`config.mk`:
```
export PLATFORM = sky130hd
export DESIGN_NAME = psum_accumulator
export DESIGN_NICKNAME = d
export VERILOG_FILES = /design/src/rtl/psum_accumulator_pkg.sv /design/src/rtl/psum_lane_add.sv /design/src/rtl/psum_accumulator.sv
export SDC_FILE = /design/constraint.sdc
export NUM_CORES = 1
export LEC_CHECK = 0
export ABC_CLOCK_PERIOD_IN_PS = 2100
export CAP_MARGIN = 20
export CORE_MARGIN = 8
export CORE_UTILIZATION = 40
export CTS_BUF_LIST = sky130_fd_sc_hd__clkbuf_8
export DETAILED_ROUTE_END_ITERATION = 16
export PLACE_DENSITY_LB_ADDON = 0.05
export SLEW_MARGIN = 10
export SYNTH_ARGS = -nofsm -noshare
export SYNTH_HDL_FRONTEND = slang
export SYNTH_SLANG_ARGS = --single-unit
```
`constraint.sdc`:
```
create_clock -name clk -period 2.1 [get_ports clk]
set_input_delay 0.21 -clock clk [delete_from_list [all_inputs] [get_ports clk]]
set_output_delay 0.21 -clock clk [all_outputs]
set_load 0.02 [all_outputs]
```
`src/rtl/psum_accumulator_pkg.sv`:
```
// psum_accumulator_pkg
// Shared constants, sizing helpers and FSM encoding for the partial-sum
// accumulator slice. Optional build macro used by this slice: PSUM_SATURATE_EN.
// No ports (package).

package psum_accumulator_pkg;

    localparam int unsigned DEFAULT_NOUT      = 3;
    localparam int unsigned DEFAULT_POUT      = 2;
    localparam int unsigned DEFAULT_BIT_WIDTH = 8;

    function automatic int unsigned ceil_div(input int unsigned a, input int unsigned b);
        return (a + b - 1) / b;
    endfunction

    function automatic int unsigned clog2(input int unsigned v);
        int unsigned r;
        r = 0;
        while ((32'd1 << r) < v) begin
            r = r + 1;
        end
        return r;
    endfunction

    // A single-row file still needs a one-bit address port.
    function automatic int unsigned addr_width(input int unsigned rows);
        return (clog2(rows) > 0) ? clog2(rows) : 1;
    endfunction

    typedef enum logic {
        StClear = 1'b0,
        StRun   = 1'b1
    } state_e;

endpackage

```
`src/rtl/psum_lane_add.sv`:
```
// psum_lane_add
// One lane of the partial-sum adder: signed BIT_WIDTH add.
// Build macro PSUM_SATURATE_EN selects a saturating add; otherwise the sum wraps
// modulo 2^BIT_WIDTH and no overflow logic exists.
// Ports:
//   a   in  BIT_WIDTH  stored partial sum (or zero on a first beat)
//   b   in  BIT_WIDTH  new partial product
//   sum out BIT_WIDTH  lane result

module psum_lane_add #(
    parameter int unsigned BIT_WIDTH = 8
) (
    input  logic signed [BIT_WIDTH-1:0] a,
    input  logic signed [BIT_WIDTH-1:0] b,
    output logic signed [BIT_WIDTH-1:0] sum
);

`ifdef PSUM_SATURATE_EN
    localparam logic [BIT_WIDTH-1:0] MaxVal = {1'b0, {(BIT_WIDTH-1){1'b1}}};
    localparam logic [BIT_WIDTH-1:0] MinVal = {1'b1, {(BIT_WIDTH-1){1'b0}}};

    logic [BIT_WIDTH:0] wide;

    always_comb begin
        wide = {a[BIT_WIDTH-1], a} + {b[BIT_WIDTH-1], b};
        // Top two bits disagree only on signed overflow; the top bit gives direction.
        if (wide[BIT_WIDTH] != wide[BIT_WIDTH-1]) begin
            sum = wide[BIT_WIDTH] ? MinVal : MaxVal;
        end else begin
            sum = wide[BIT_WIDTH-1:0];
        end
    end
`else
    assign sum = a + b;
`endif

endmodule

```
`src/rtl/psum_accumulator.sv`:
```
// psum_accumulator
// Read-modify-write controller in front of the partial-sum register file.
// Zeroes every row after reset or on clear_req, then accumulates one beat of
// Pout lanes per cycle: read at accept, add and write back one cycle later.
// Build macro PSUM_SATURATE_EN (see psum_lane_add) selects saturating adds.
// Ports:
//   clk, rst                         clock, synchronous active-high reset
//   in_valid/in_ready                beat handshake
//   in_addr/in_data/in_first/in_last beat row, lanes, start and end of row
//   clear_req                        zero all rows (honoured in RUN only)
//   rf_read_en/rf_read_addr          register file read port request
//   rf_read_data                     register file read data, 1 cycle later
//   rf_write_en/addr/data            register file write port
//   row_done/row_done_addr           pulse when a last beat has been written
//   clear_busy                       high while zeroing

module psum_accumulator
    import psum_accumulator_pkg::*;
#(
    parameter  int unsigned Nout      = DEFAULT_NOUT,
    parameter  int unsigned Pout      = DEFAULT_POUT,
    parameter  int unsigned BIT_WIDTH = DEFAULT_BIT_WIDTH,
    localparam int unsigned NADDR     = ceil_div(Nout, Pout),
    localparam int unsigned ADDR_W    = addr_width(NADDR)
) (
    input  logic                      clk,
    input  logic                      rst,
    input  logic                      in_valid,
    output logic                      in_ready,
    input  logic [ADDR_W-1:0]         in_addr,
    input  logic [Pout*BIT_WIDTH-1:0] in_data,
    input  logic                      in_first,
    input  logic                      in_last,
    input  logic                      clear_req,
    output logic                      rf_read_en,
    output logic [ADDR_W-1:0]         rf_read_addr,
    input  logic [Pout*BIT_WIDTH-1:0] rf_read_data,
    output logic                      rf_write_en,
    output logic [ADDR_W-1:0]         rf_write_addr,
    output logic [Pout*BIT_WIDTH-1:0] rf_write_data,
    output logic                      row_done,
    output logic [ADDR_W-1:0]         row_done_addr,
    output logic                      clear_busy
);

    localparam int unsigned      DW      = Pout * BIT_WIDTH;
    localparam logic [ADDR_W-1:0] LastRow = ADDR_W'(NADDR - 1);

    state_e              state_q;
    logic [ADDR_W-1:0]   cnt_q;
    logic                s1_valid_q;
    logic [ADDR_W-1:0]   s1_addr_q;
    logic [DW-1:0]       s1_data_q;
    logic                s1_first_q;
    logic                s1_last_q;
    logic                row_done_q;
    logic [ADDR_W-1:0]   row_done_addr_q;

    logic                accept;
    logic                addr_ok;
    logic [DW-1:0]       sum_data;

    // Out-of-range rows can only exist when the row count is not a power of two.
    if ((32'd1 << ADDR_W) > NADDR) begin : g_range_chk
        assign addr_ok = (32'(in_addr) < NADDR);
    end else begin : g_range_full
        assign addr_ok = 1'b1;
    end

    // Dropping ready with clear_req guarantees the write port is idle once CLEAR starts.
    assign in_ready     = (state_q == StRun) && !clear_req;
    assign accept       = in_valid && in_ready;
    assign rf_read_en   = accept && !in_first && addr_ok;
    assign rf_read_addr = in_addr;
    assign clear_busy   = (state_q == StClear);

    always_ff @(posedge clk) begin
        if (rst) begin
            state_q         <= StClear;
            cnt_q           <= '0;
            s1_valid_q      <= 1'b0;
            row_done_q      <= 1'b0;
            row_done_addr_q <= '0;
        end else begin
            case (state_q)
                StClear: begin
                    if (cnt_q == LastRow) begin
                        state_q <= StRun;
                        cnt_q   <= '0;
                    end else begin
                        cnt_q <= cnt_q + ADDR_W'(1);
                    end
                end
                StRun: begin
                    if (clear_req) begin
                        state_q <= StClear;
                    end
                end
            endcase
            s1_valid_q <= accept && addr_ok;
            row_done_q <= s1_valid_q && s1_last_q;
            if (s1_valid_q && s1_last_q) begin
                row_done_addr_q <= s1_addr_q;
            end
        end
    end

    // Payload registers need no reset: s1_valid_q qualifies them.
    always_ff @(posedge clk) begin
        if (accept) begin
            s1_addr_q  <= in_addr;
            s1_data_q  <= in_data;
            s1_first_q <= in_first;
            s1_last_q  <= in_last;
        end
    end

    for (genvar i = 0; i < Pout; i++) begin : g_lane
        logic [BIT_WIDTH-1:0] old_val;
        assign old_val = s1_first_q ? '0 : rf_read_data[i*BIT_WIDTH +: BIT_WIDTH];
        psum_lane_add #(
            .BIT_WIDTH(BIT_WIDTH)
        ) u_add (
            .a  (old_val),
            .b  (s1_data_q[i*BIT_WIDTH +: BIT_WIDTH]),
            .sum(sum_data[i*BIT_WIDTH +: BIT_WIDTH])
        );
    end

    // Writes are suppressed during reset so an in-flight beat never lands.
    always_comb begin
        rf_write_en   = 1'b0;
        rf_write_addr = s1_addr_q;
        rf_write_data = sum_data;
        if (state_q == StClear) begin
            rf_write_en   = !rst;
            rf_write_addr = cnt_q;
            rf_write_data = '0;
        end else begin
            rf_write_en = s1_valid_q && !rst;
        end
    end

    assign row_done      = row_done_q;
    assign row_done_addr = row_done_addr_q;

endmodule

```
==> results_dict.tcl <==
set metrics [dict create \
    outcome "finished with violations" \
    failed_checks "negative setup slack" \
    numCtsBuffers 3 \
    grt_use_total_pct 14.67 \
    peakVddDrop_uv 368.5 \
    drive_above_1_share_pct 36.89 \
    cts-root-buf "clkbuf_8" \
    grt_setup_unrepaired "yes" \
    rows 22 \
    setup_viol 13 \
    crit_fanout 4 \
    antenna_cells 0 \
    die_x_um 78.21 \
    tritoncts "done" \
    clkSlewWorstSetupHoldPaths_ns 0.09 \
    gp_congestion 0.8294 \
    synth_nets 206 \
    nFillCells 295 \
    grt_antenna_before_repair 0 \
    clock_latency_ns 0.27 \
    synth_edf_count 19 \
    p_total_uw 1409 \
    relSlewSlack_pct 76.66 \
    hold_class "reg2reg" \
    drv_cap 0 \
    wl_um 4733 \
    layoutNonFillerInstCount 292 \
    maxSlewViolCount 0 \
    die_area_um2 6116 \
    startpoint_type "register" \
    clockBufferDepth 2 \
    max_freq_ghz 0.3946 \
    avgViaCountPerCell 5.123 \
    synth_seq_area_share_pct 43.33 \
    critical_path.top_delay_family "simple AND/OR/NAND/NOR gates" \
    grt_max_degree 20 \
    end_kind "output port" \
    htreeDepth 1 \
    crit_type "reg2out" \
    fin_skew_ns 0.003563 \
    worst_slew_pin_slew_ns 0.3475 \
    grt_pass1_vias 1565 \
    dp_hpwl_um 3428 \
    finalHoldWorstSlack_ns 0.4715 \
    cts.sinks 24 \
    slowest_delay_ns 0.43 \
    synthCells 151 \
    grt_pass1_wl_um 7479 \
    finalHoldViolCount 0 \
    p_leak_uw 0.001147 \
    floorplan.initialDensity_pct 41.96 \
    crit_chain "buf_6 > buf_6 > nor2b_1 > ha_1 > a21o_1 > a31o_1 > nor4_2 > nand2b_4 > buf_6" \
    period_needed_ns 2.534 \
    num_io_pins 63 \
    worst_ep_arrival_time_ns 2.32 \
    worstPathRequired_ns 1.89 \
    cp_slowest_cell "edfxtp_1" \
    syn-cell-area_um2 1548 \
    io_buffer_count 62 \
    core_um2 3689 \
    worst_slack_ns -0.4341 \
    grt.overflow.total 0 \
    cpMostUsedCell "buf_6" \
    nets 300 \
    routedWlPerCell_um 16.21 \
    syn_avg_cell_area_um2 10.25 \
    drtIter0Drc 64 \
    dr_total_vias 1496 \
    drc 0 \
    synthFlopType "edfxtp_1" \
    yosys_warnings 0 \
    power_density_nw_per_um2 512.3 \
    place_inst 281 \
    syn_to_final_growth_pct 77.77 \
    synth_seq_cells 24 \
    path_buf_inv 3 \
    first_pass_iters 4 \
    die_h_um 78.21 \
    min_period_over_period_pct 120.7 \
    antenna_left 0 \
    postCtsHoldBufs 0 \
    ys_types 33 \
    synthArstFlopShare_pct 0 \
]
==> cells in the mapped netlist, types with 4 or more instances <==
library cell  number  area, µm²
edfxtp_1          19      570.6
ha_1              14      175.2
nor2_1            12      45.04
nand2_1            6      22.52
a21o_1             8      60.06
nor2b_1           15      93.84
a21oi_1            8      40.04
nand3_1            5      25.02
dfxtp_1            5      100.1
a211oi_1           6      45.04
xnor2_1            4      35.03
and2_1             4      25.02
nand4_1            4      25.02
inv_1              6      22.52
==> per-stage QoR <==
step                cell area (µm²)  util [%]  setup TNS (ns)  worst slack [ns]
floorplan                      1599         -        -0.05194          -0.05194
global placement               2430     65.88          -6.670           -0.6629
detailed placement             2430     65.88          -7.241           -0.7121
CTS                            2532     68.66          -2.651           -0.3659
global route                   2751     74.59          -4.255           -0.5343
finish                         2751     74.59          -2.919           -0.4341
==> final timing paths <==
kind | start | endpoint | slack [ns] | cells after the start
min | row_done_addr | row_done_addr | 0.47 | 2
min reg2reg | row_done_addr | row_done_addr | 0.47 | 2
max reg2reg | state_q | s1_data_q[12] | 0.58 | 6
max | s1_first_q | rf_write_data[15] | -0.43 | 9
==> worst min-delay path: stages, from the launching register on <==
cell and delay (ns):
dfxtp_1 0.32, nand2_1 0.05, a21oi_1 0.05
==> registers in the layout (all words and copies together), names as in the netlist <==
| signal | flops |
|---|---|
| s1_last_q | 1 |
| s1_valid_q | 1 |
| row_done_addr | 1 |
| s1_first_q | 1 |
| s1_addr_q | 1 |
| row_done | 1 |
| s1_data_q | 16 |
| state_q | 1 |
| cnt_q | 1 |
==> layer usage <==
layer	share of wire (%)	global-route usage, %
met3	6.3	4.897
met2	51	25.35
met5	0	0
met4	1.2	2.778
met1	42	17.30
==> cell families after synthesis <==
kind of cell,after synthesis,share of synthesized area [%]
AO/OA/AOI/OAI,37,16.01
XOR/XNOR,7,3.961
adder cells (fa/ha/maj),16,13.90
buffers and inverters,11,3.233
flip-flops,24,43.33
multiplexers,1,0.7275
AND/OR/NAND/NOR,55,18.83
==> report_power, final <==
part / total [µW] / internal, µW / switching [µW] / leakage (µW)
registers: 553 / 539 / 13.9 / 0.000213
logic: 575 / 296 / 279 / 0.000907
clock network: 282 / 131 / 151 / 0.0000269
==> area by class of cell <==
type,instances,area (µm²),share of cell area (%)
clock buffer,3,41.29,1.501
clock inverter,1,3.754,0.1364
inverter,6,25.02,0.9095
multi-input combinational,116,1102,40.06
sequential,24,670.6,24.37
tap,48,60.06,2.183
timing repair buffer,94,848.3,30.83
==> timing repair <==
item                       CTS  global route
gates resized for setup     82            45
setup buffers                3             5
cloned                       0             0
setup endpoints to repair   16            15
pin swaps                   10            18
hold endpoints to repair     0             0
==> layout by cell type (no fill, tap or decap), types with 3 or more instances in the layout <==
cell type	n
edfxtp_1	19
and2_1	3
ha_4	5
clkbuf_8	3
nor2_1	10
a211oi_2	3
inv_1	6
nand3_1	5
nor2b_4	4
nand4_1	4
dfxtp_1	5
nand2_1	5
ha_1	8
buf_6	8
xor2_1	3
buf_4	35
a21o_1	8
buf_2	3
nor2b_1	10
a21oi_2	5
xnor2_1	4
clkdlybuf4s50_1	45
(Power assumes the default switching activity.)
